$ cat config.mk
export PLATFORM = sky130hd
export DESIGN_NAME = ram_arbiter
export DESIGN_NICKNAME = d
export VERILOG_FILES = /design/src/rtl/ram_arbiter.sv
export SDC_FILE = /design/constraint.sdc
export NUM_CORES = 1
export LEC_CHECK = 0
export ABC_AREA = 1
export CAP_MARGIN = 25
export CORE_UTILIZATION = 37
export CTS_CLUSTER_SIZE = 10
export DETAILED_ROUTE_END_ITERATION = 7
export GPL_ROUTABILITY_DRIVEN = 0
export PLACE_DENSITY = 0.76
export SLEW_MARGIN = 20
export SYNTH_ARGS = -nofsm -noshare
export SYNTH_HDL_FRONTEND = slang
export SYNTH_SLANG_ARGS = --single-unit
$ cat constraint.sdc
create_clock -name clk -period 1.4 [get_ports clk]
set_clock_uncertainty 0.05 [all_clocks]
set_input_delay 0.28 -clock clk [delete_from_list [all_inputs] [get_ports clk]]
set_output_delay 0.28 -clock clk [all_outputs]
set_load 0.01 [all_outputs]
$ cat src/rtl/ram_arbiter.sv
// Two-requester round-robin arbiter for a single-port RAM with registered read data.
// A write takes 2 cycles (IDLE, ISSUE). A read takes 3 cycles (IDLE, ISSUE, READ), with rvalid in the following IDLE.
module ram_arbiter #(
  parameter int AW = 5,
  parameter int DW = 32
) (
  input  logic          clk,
  input  logic          rst_n,
  input  logic          a_req,
  input  logic          a_we,
  input  logic [AW-1:0] a_addr,
  input  logic [DW-1:0] a_wdata,
  input  logic          b_req,
  input  logic          b_we,
  input  logic [AW-1:0] b_addr,
  input  logic [DW-1:0] b_wdata,
  output logic          a_gnt,
  output logic          b_gnt,
  output logic          a_rvalid,
  output logic          b_rvalid,
  output logic [DW-1:0] a_rdata,
  output logic [DW-1:0] b_rdata,
  output logic          ram_ena,
  output logic          ram_wena,
  output logic [AW-1:0] ram_addr,
  output logic [DW-1:0] ram_din,
  input  logic [DW-1:0] ram_dout
);

  typedef enum logic [1:0] {IDLE, ISSUE, READ} state_t;

  state_t state;
  logic   sel_b;
  logic   last_b;
  logic   lat_we;
  logic   pick_b;

  // B wins when it is the only requester, or when both request and A was granted last.
  assign pick_b = b_req & (~a_req | ~last_b);

  always_ff @(posedge clk or negedge rst_n) begin
    if (!rst_n) begin
      state    <= IDLE;
      sel_b    <= 1'b0;
      last_b   <= 1'b1;
      lat_we   <= 1'b0;
      a_gnt    <= 1'b0;
      b_gnt    <= 1'b0;
      a_rvalid <= 1'b0;
      b_rvalid <= 1'b0;
      a_rdata  <= '0;
      b_rdata  <= '0;
      ram_ena  <= 1'b0;
      ram_wena <= 1'b0;
      ram_addr <= '0;
      ram_din  <= '0;
    end else begin
      a_gnt    <= 1'b0;
      b_gnt    <= 1'b0;
      a_rvalid <= 1'b0;
      b_rvalid <= 1'b0;
      ram_ena  <= 1'b0;
      ram_wena <= 1'b0;
      case (state)
        IDLE: begin
          if (a_req || b_req) begin
            sel_b    <= pick_b;
            last_b   <= pick_b;
            lat_we   <= pick_b ? b_we : a_we;
            ram_addr <= pick_b ? b_addr : a_addr;
            ram_din  <= pick_b ? b_wdata : a_wdata;
            ram_ena  <= 1'b1;
            ram_wena <= pick_b ? b_we : a_we;
            a_gnt    <= ~pick_b;
            b_gnt    <= pick_b;
            state    <= ISSUE;
          end
        end
        ISSUE: begin
          state <= lat_we ? IDLE : READ;
        end
        READ: begin
          // The RAM presents read data this cycle; the capture and the rvalid pulse land together.
          if (sel_b) begin
            b_rdata  <= ram_dout;
            b_rvalid <= 1'b1;
          end else begin
            a_rdata  <= ram_dout;
            a_rvalid <= 1'b1;
          end
          state <= IDLE;
        end
        default: state <= IDLE;
      endcase
    end
  end

endmodule

==> impl_metrics.py, run 1 <==
metrics = {
    "outcome": {
        "outcome": "complete, no violations",
    },
    "timing": {
        "layout_setup_ws_ps": 40.9,
        "hold_viol": 0,
        "post-route-period-util": 0.971,
        "tightest_slew_ps": 315,
        "maxSlewHeadroom": 0.790,
        "drv_slew": 0,
        "finalCriticalPeriod_ps": 1360,
        "setup_viol": 0,
        "max_freq_mhz": 736,
        "fin_tns_setup_ps": 0,
    },
    "cts": {
        "clockRootBuffer": "clkbuf_16",
        "clk_transition_reported_paths_ps": 70,
        "insertion_delay_ps": 340,
        "cts.path.max_buffers": 2,
        "cts.sinks": 112,
        "h-tree-depth": 3,
        "cts-buffers-inserted": 9,
        "cts_tree": "done",
    },
    "flow_run": {
        "maxCapViolCount": 0,
    },
    "global_route": {
        "antenna_found_initial": 0,
        "grt_max_degree": 66,
        "first_global_vias": 4325,
        "grt_pass1_wl_um": 20300,
        "grt_usage": 0.200,
        "grt-ovfl-total": 0,
    },
    "die": {
        "die_w_um": 114,
        "initial_core_util": 0.384,
        "dieArea_sq_um": 13000,
        "io_pins": 219,
        "row_count": 40,
        "die_y_um": 114,
        "core_area_sq_um": 12100,
    },
    "yosys": {
        "synth_top_area_frac": 0.597,
        "synthTopCellsByArea": "dfrtp_1, nand2_1, o21ai_0, nand3_1, inv_1",
        "syn_nets": 668,
        "synth_commonest_cells": "nand2_1, dfrtp_1, o21ai_0",
        "yosys.area_share.xor_xnor": 0,
        "synth_area_leader_cell": "dfrtp_1",
        "ys_warn_count": 0,
        "synth_fa_ha_area_frac": 0,
        "synth-simple-area-share": 0.257,
        "synth_top_family_by_area": "simple AND/OR/NAND/NOR gates",
        "ys_async_sr_fraction": 1.00,
        "synth_edf_count": 0,
        "muxShareOfSynthArea": 0,
        "yosysMostFrequentCell": "nand2_1",
        "syn_inst": 556,
        "synth-compound-area-share": 0.0710,
        "yosys_register_bits": 112,
        "synth_ff_type": "dfrtp_1",
        "syn_area_per_cell_sq_um": 8.37,
        "netlist_area_sq_um": 4650,
        "yosysSeqAreaShare": 0.603,
        "synthDistinctLibCells": 15,
    },
    "placement": {
        "placement.io_buffers": 218,
        "dp_hpwl_um": 9390,
        "place_ws_ps": -306,
    },
    "setup_path": {
        "worst-path-buf-inv": 1,
        "cp_max_fo": 2,
        "crit_chain": "dlygate4sd2_1",
        "crit_path_end_kind": "output port",
        "cp.required_ps": 1070,
        "critical_path.startpoint": "ram_addr[4]$_DFFE_PN0P_",
        "slowest_delay_ps": 390,
        "critPathLaunchType": "register",
        "arrival_ps": 1030,
        "worstSetupPathType": "reg2out",
        "reg2reg_from": "last_b$_DFFE_PN1P_",
        "crit_family": "flip-flops",
        "crit_slowest_cell": "dfrtp_1",
        "reg2reg_slack_ps": 90,
    },
    "finish": {
        "area_growth_pct": 58.1,
        "final_nets": 888,
        "diodes": 0,
        "drive_gt1_frac": 0.0602,
    },
    "route": {
        "drc": 0,
        "avgRoutedWirePerCell_um": 13.4,
        "drtIter0Drc": 267,
        "num_vias": 4373,
        "first_pass_iters": 5,
        "drt_wl_total_um": 12700,
        "vias_per_cell": 4.61,
        "ant_nets": 0,
    },
    "power_and_ir_drop": {
        "p_leak_nw": 3.96,
        "cellPowerDensity_nw_per_um2": 1990,
        "peakVddDrop_mv": 0.813,
        "fin_total_pwr_mw": 14.6,
    },
    "hold_path": {
        "hp-class": "reg2reg",
        "hold_start": "lat_we$_DFFE_PN0P_",
    },
}
-- path summary, 6_finish.rpt --
| kind | end | cells after the start |
|---|---|---|
| min in group asynchronous | a_rdata[6]$_DFFE_PN0P_ | 3 |
| worst max register to register | ram_din[26]$_DFFE_PN0P_ | 7 |
| worst min-delay path | state[1]$_DFFE_PN0P_ | 1 |
| max in group asynchronous | b_rdata[22]$_DFFE_PN0P_ | 3 |
| worst min register to register | state[1]$_DFFE_PN0P_ | 1 |
| worst max-delay path | ram_addr[4] | 1 |
-- cell usage in the layout, fill, tap and decap left out --
master and instances:
clkbuf_8 2, nand3b_1 1, dfstp_2 1, dlygate4sd3_1 1
bufinv_16 1, dfrtp_1 111, nand3_1 38, clkdlybuf4s50_1 110
nor2_1 3, a21oi_1 1, clkbuf_1 2, o21ai_0 65
nand3_2 2, clkinv_2 2, inv_1 40, nand2_2 3
buf_12 7, nor2_4 1, inv_2 1, buf_6 4
clkbuf_16 9, nor3_1 1, nand2_1 254, buf_4 14
dlygate4sd2_1 107
-- cells by family (layout without fill, tap and decap cells) --
family | count (synthesis) | after routing
compound gates | 66 | 66
buf+inv | 75 | 300
flops | 112 | 112
simple gates | 303 | 303
-- per-stage QoR --
step           instances  hold slack, ps  utilization  instance area, sq um
6_report             949             381        0.607                  7350
5_1_grt              949             414        0.607                  7350
4_1_cts              946             384        0.603                  7300
3_5_place_dp         929             257        0.589                  7130
3_3_place_gp         929             249        0.589                  7130
2_1_floorplan        556           -65.6            -                  4650
-- layer usage --
metal	global-route usage	vias to the layer above	wire [um]
li1	-	2160	-
met1	0.245	1998	5480
met2	0.343	198	6030
met3	0.0519	17	949
met4	0.0701	0	214
met5	0	-	0
-- final cells by class --
class                           count  area [sq um]
Sequential cell                   112          2800
Clock inverter                      3          40.0
Inverter                           41           154
Tap cell                          168           210
Fill cell                        1076          4760
Clock buffer                       13           260
Timing Repair Buffer              243          2340
Multi-Input combinational cell    369          1550
-- report_power, final --
part	switching [mW]	internal (mW)
clock	1.05	1.48
combinational	3.48	2.97
sequential	0.821	4.84
total	5.35	9.29
-- state kept, by name, summed over array words and instances (netlist names) --
register and count:
a_gnt 1, a_rdata 32, a_rvalid 1, b_gnt 1, b_rdata 32, b_rvalid 1, last_b 1, lat_we 1
ram_addr 5, ram_din 32, ram_ena 1, ram_wena 1, sel_b 1, state 2
-- worst reg2reg max path: cells and delay by family, from the launching register on --
kind | cells | cell delay (ps)
buffers and inverters | 2 | 280
flip-flops | 1 | 550
AND/OR/NAND/NOR | 5 | 330
-- timing repair --
item,CTS,global route
gates resized for setup,107,8
pin swaps,0,1
hold endpoints to repair,111,0
setup buffers,0,3
hold buffers,1,0
setup endpoints to repair,107,39
gates cloned,0,0
Power figures use the tool's default switching activity.
==> inputs of run 2 (changes only) <==
--- a/config.mk
+++ b/config.mk
@@ -7,11 +7,13 @@
 export LEC_CHECK = 0
 export ABC_AREA = 1
 export CAP_MARGIN = 25
-export CORE_UTILIZATION = 37
+export CELL_PAD_IN_SITES_DETAIL_PLACEMENT = 0
+export CELL_PAD_IN_SITES_GLOBAL_PLACEMENT = 1
+export CORE_UTILIZATION = 26
 export CTS_CLUSTER_SIZE = 10
 export DETAILED_ROUTE_END_ITERATION = 7
 export GPL_ROUTABILITY_DRIVEN = 0
-export PLACE_DENSITY = 0.76
+export PLACE_DENSITY_LB_ADDON = 0.1
 export SLEW_MARGIN = 20
 export SYNTH_ARGS = -nofsm -noshare
 export SYNTH_HDL_FRONTEND = slang
==> run 2 against run 1 <==
Register-to-register slack barely moved; clock power increased by 7%; first-iteration DRC count is 19% lower; wire length is 6.6% higher; core utilization fell by 17 points; worst setup slack better by 2.2 ps; sequential cell count stayed put; critical path type unchanged; critical endpoint is now ram_din[9]; largest power group unchanged; highest routed layer unchanged.
==> impl_metrics.py, run 2 (synthesized netlist as in run 1, its figures left out) <==
metrics = {
    "route": {
        "num_vias": 4239,
        "vias_per_cell": 4.20,
        "ant_nets": 0,
        "drt_wl_total_um": 13500,
        "drc": 0,
        "first_pass_iters": 4,
        "drtIter0Drc": 216,
        "avgRoutedWirePerCell_um": 13.4,
    },
    "outcome": {
        "outcome": "complete, no violations",
    },
    "cts": {
        "cts_tree": "done",
        "cts.sinks": 112,
        "clk_transition_reported_paths_ps": 70,
        "cts-buffers-inserted": 9,
        "h-tree-depth": 3,
        "cts.path.max_buffers": 2,
        "clockRootBuffer": "clkbuf_16",
        "insertion_delay_ps": 340,
    },
    "timing": {
        "drv_slew": 0,
        "fin_tns_setup_ps": 0,
        "rsz0062_at_grt": "no",
        "hold_viol": 0,
        "post-route-period-util": 0.969,
        "max_freq_mhz": 737,
        "setup_viol": 0,
        "tightest_slew_ps": 343,
        "maxSlewHeadroom": 0.771,
        "finalCriticalPeriod_ps": 1360,
    },
    "finish": {
        "multi_input_area_sq_um": 1540,
        "stdcell_count": 1010,
        "layout_commonest_cell": "nand2_1",
        "layout_common_cells": "nand2_1, dfrtp_1, clkdlybuf4s50_1",
        "nFillCells": 1723,
        "drive_gt1_frac": 0.0650,
        "final_nets": 892,
        "regArea_sq_um": 2800,
        "area_growth_pct": 61.5,
        "final_design_area_no_fill_sq_um": 7510,
        "diodes": 0,
        "reg_top3": "a_rdata x32, b_rdata x32, ram_din x32",
    },
    "global_route": {
        "grt_pass1_wl_um": 21100,
        "first_global_vias": 4104,
        "grt_max_degree": 38,
        "grt-ovfl-total": 0,
        "grt_usage": 0.150,
        "antenna_found_initial": 0,
    },
    "setup_path": {
        "crit_chain": "dlygate4sd2_1",
        "crit_family": "flip-flops",
        "arrival_ps": 1030,
        "cp.required_ps": 1070,
        "critPathLaunchType": "register",
        "cp_max_fo": 2,
        "reg2reg_from": "last_b$_DFFE_PN1P_",
        "critical_path.startpoint": "ram_din[9]$_DFFE_PN0P_",
        "crit_slowest_cell": "dfrtp_1",
        "slowest_delay_ps": 400,
        "worst-path-buf-inv": 1,
        "worstSetupPathType": "reg2out",
        "crit_path_end_kind": "output port",
    },
    "die": {
        "die_y_um": 136,
        "core_area_sq_um": 17400,
        "dieArea_sq_um": 18400,
        "die_w_um": 136,
        "initial_core_util": 0.268,
        "row_count": 48,
        "io_pins": 219,
    },
    "flow_run": {
        "maxCapViolCount": 0,
    },
    "placement": {
        "placement.io_buffers": 218,
        "dp_hpwl_um": 10000,
        "placed_area_sq_um": 7280,
        "dp.cells": 991,
    },
    "hold_path": {
        "hp-class": "in2async",
    },
    "power_and_ir_drop": {
        "cellPowerDensity_nw_per_um2": 1990,
        "p_leak_nw": 3.96,
        "peakVddDrop_mv": 0.658,
        "fin_total_pwr_mw": 14.9,
    },
}
==> run 2: cell types whose count changed in the layout (fill, tap and decap cells not counted), sizes merged <==
cell,before,now
clkinvlp,0,1
clkdlybuf4s15,0,16
dlygate4sd2,107,91
buf,25,29
clkinv,2,0
inv,41,42
==> run 2: final cells by class <==
cell class | instances | area share
inverters | 41 | 0.0205
multi-input cells | 369 | 0.205
clock inverters | 3 | 0.00616
repair buffers | 247 | 0.321
clock buffers | 13 | 0.0360
flip-flops and latches | 112 | 0.373
well taps | 225 | 0.0375
==> run 2: path summary, 6_finish.rpt <==
kind,cells after the start,to,slack [ps]
setup reg to reg,7,ram_din[25]$_DFFE_PN0P_,100
setup / recovery,1,ram_din[9],40
min in group clk,1,state[1]$_DFFE_PN0P_,410
hold reg to reg,1,state[1]$_DFFE_PN0P_,410
hold / removal,2,b_rdata[8]$_DFFE_PN0P_,330
max in group asynchronous,3,ram_din[13]$_DFFE_PN0P_,470
==> run 2: what timing repair did <==
action,in CTS,in global routing
hold buffers,1,0
buffers inserted,0,2
endpoints found under the setup margin,107,58
resized for setup,108,18
pin swaps,0,0
hold endpoints to repair,15,0
==> run 2: per-layer routing <==
layer,routed length [um],global-route usage,vias to the layer above
met5,0,0,-
met4,75,0.0412,0
met3,1030,0.0486,6
met2,6290,0.239,143
met1,6110,0.193,1923
li1,-,-,2167
==> run 2: metrics by stage <==
stage          hold slack, ps  utilization  setup slack [ps]
4_1_cts                   324        0.431              8.95
5_1_grt                   330        0.433             0.288
2_1_floorplan           -65.6            -               108
6_report                  326        0.433              43.0
3_5_place_dp              159        0.419              -207
3_3_place_gp              157        0.419              -208
==> run 2: report_power, final <==
part           leakage, nW  internal, mW  switching [mW]  total (mW)
combinational         2.43          3.09            3.53        6.62
clock                0.152          1.54            1.15        2.70
sequential            1.37          4.84           0.777        5.61
total                 3.96          9.47            5.46        14.9
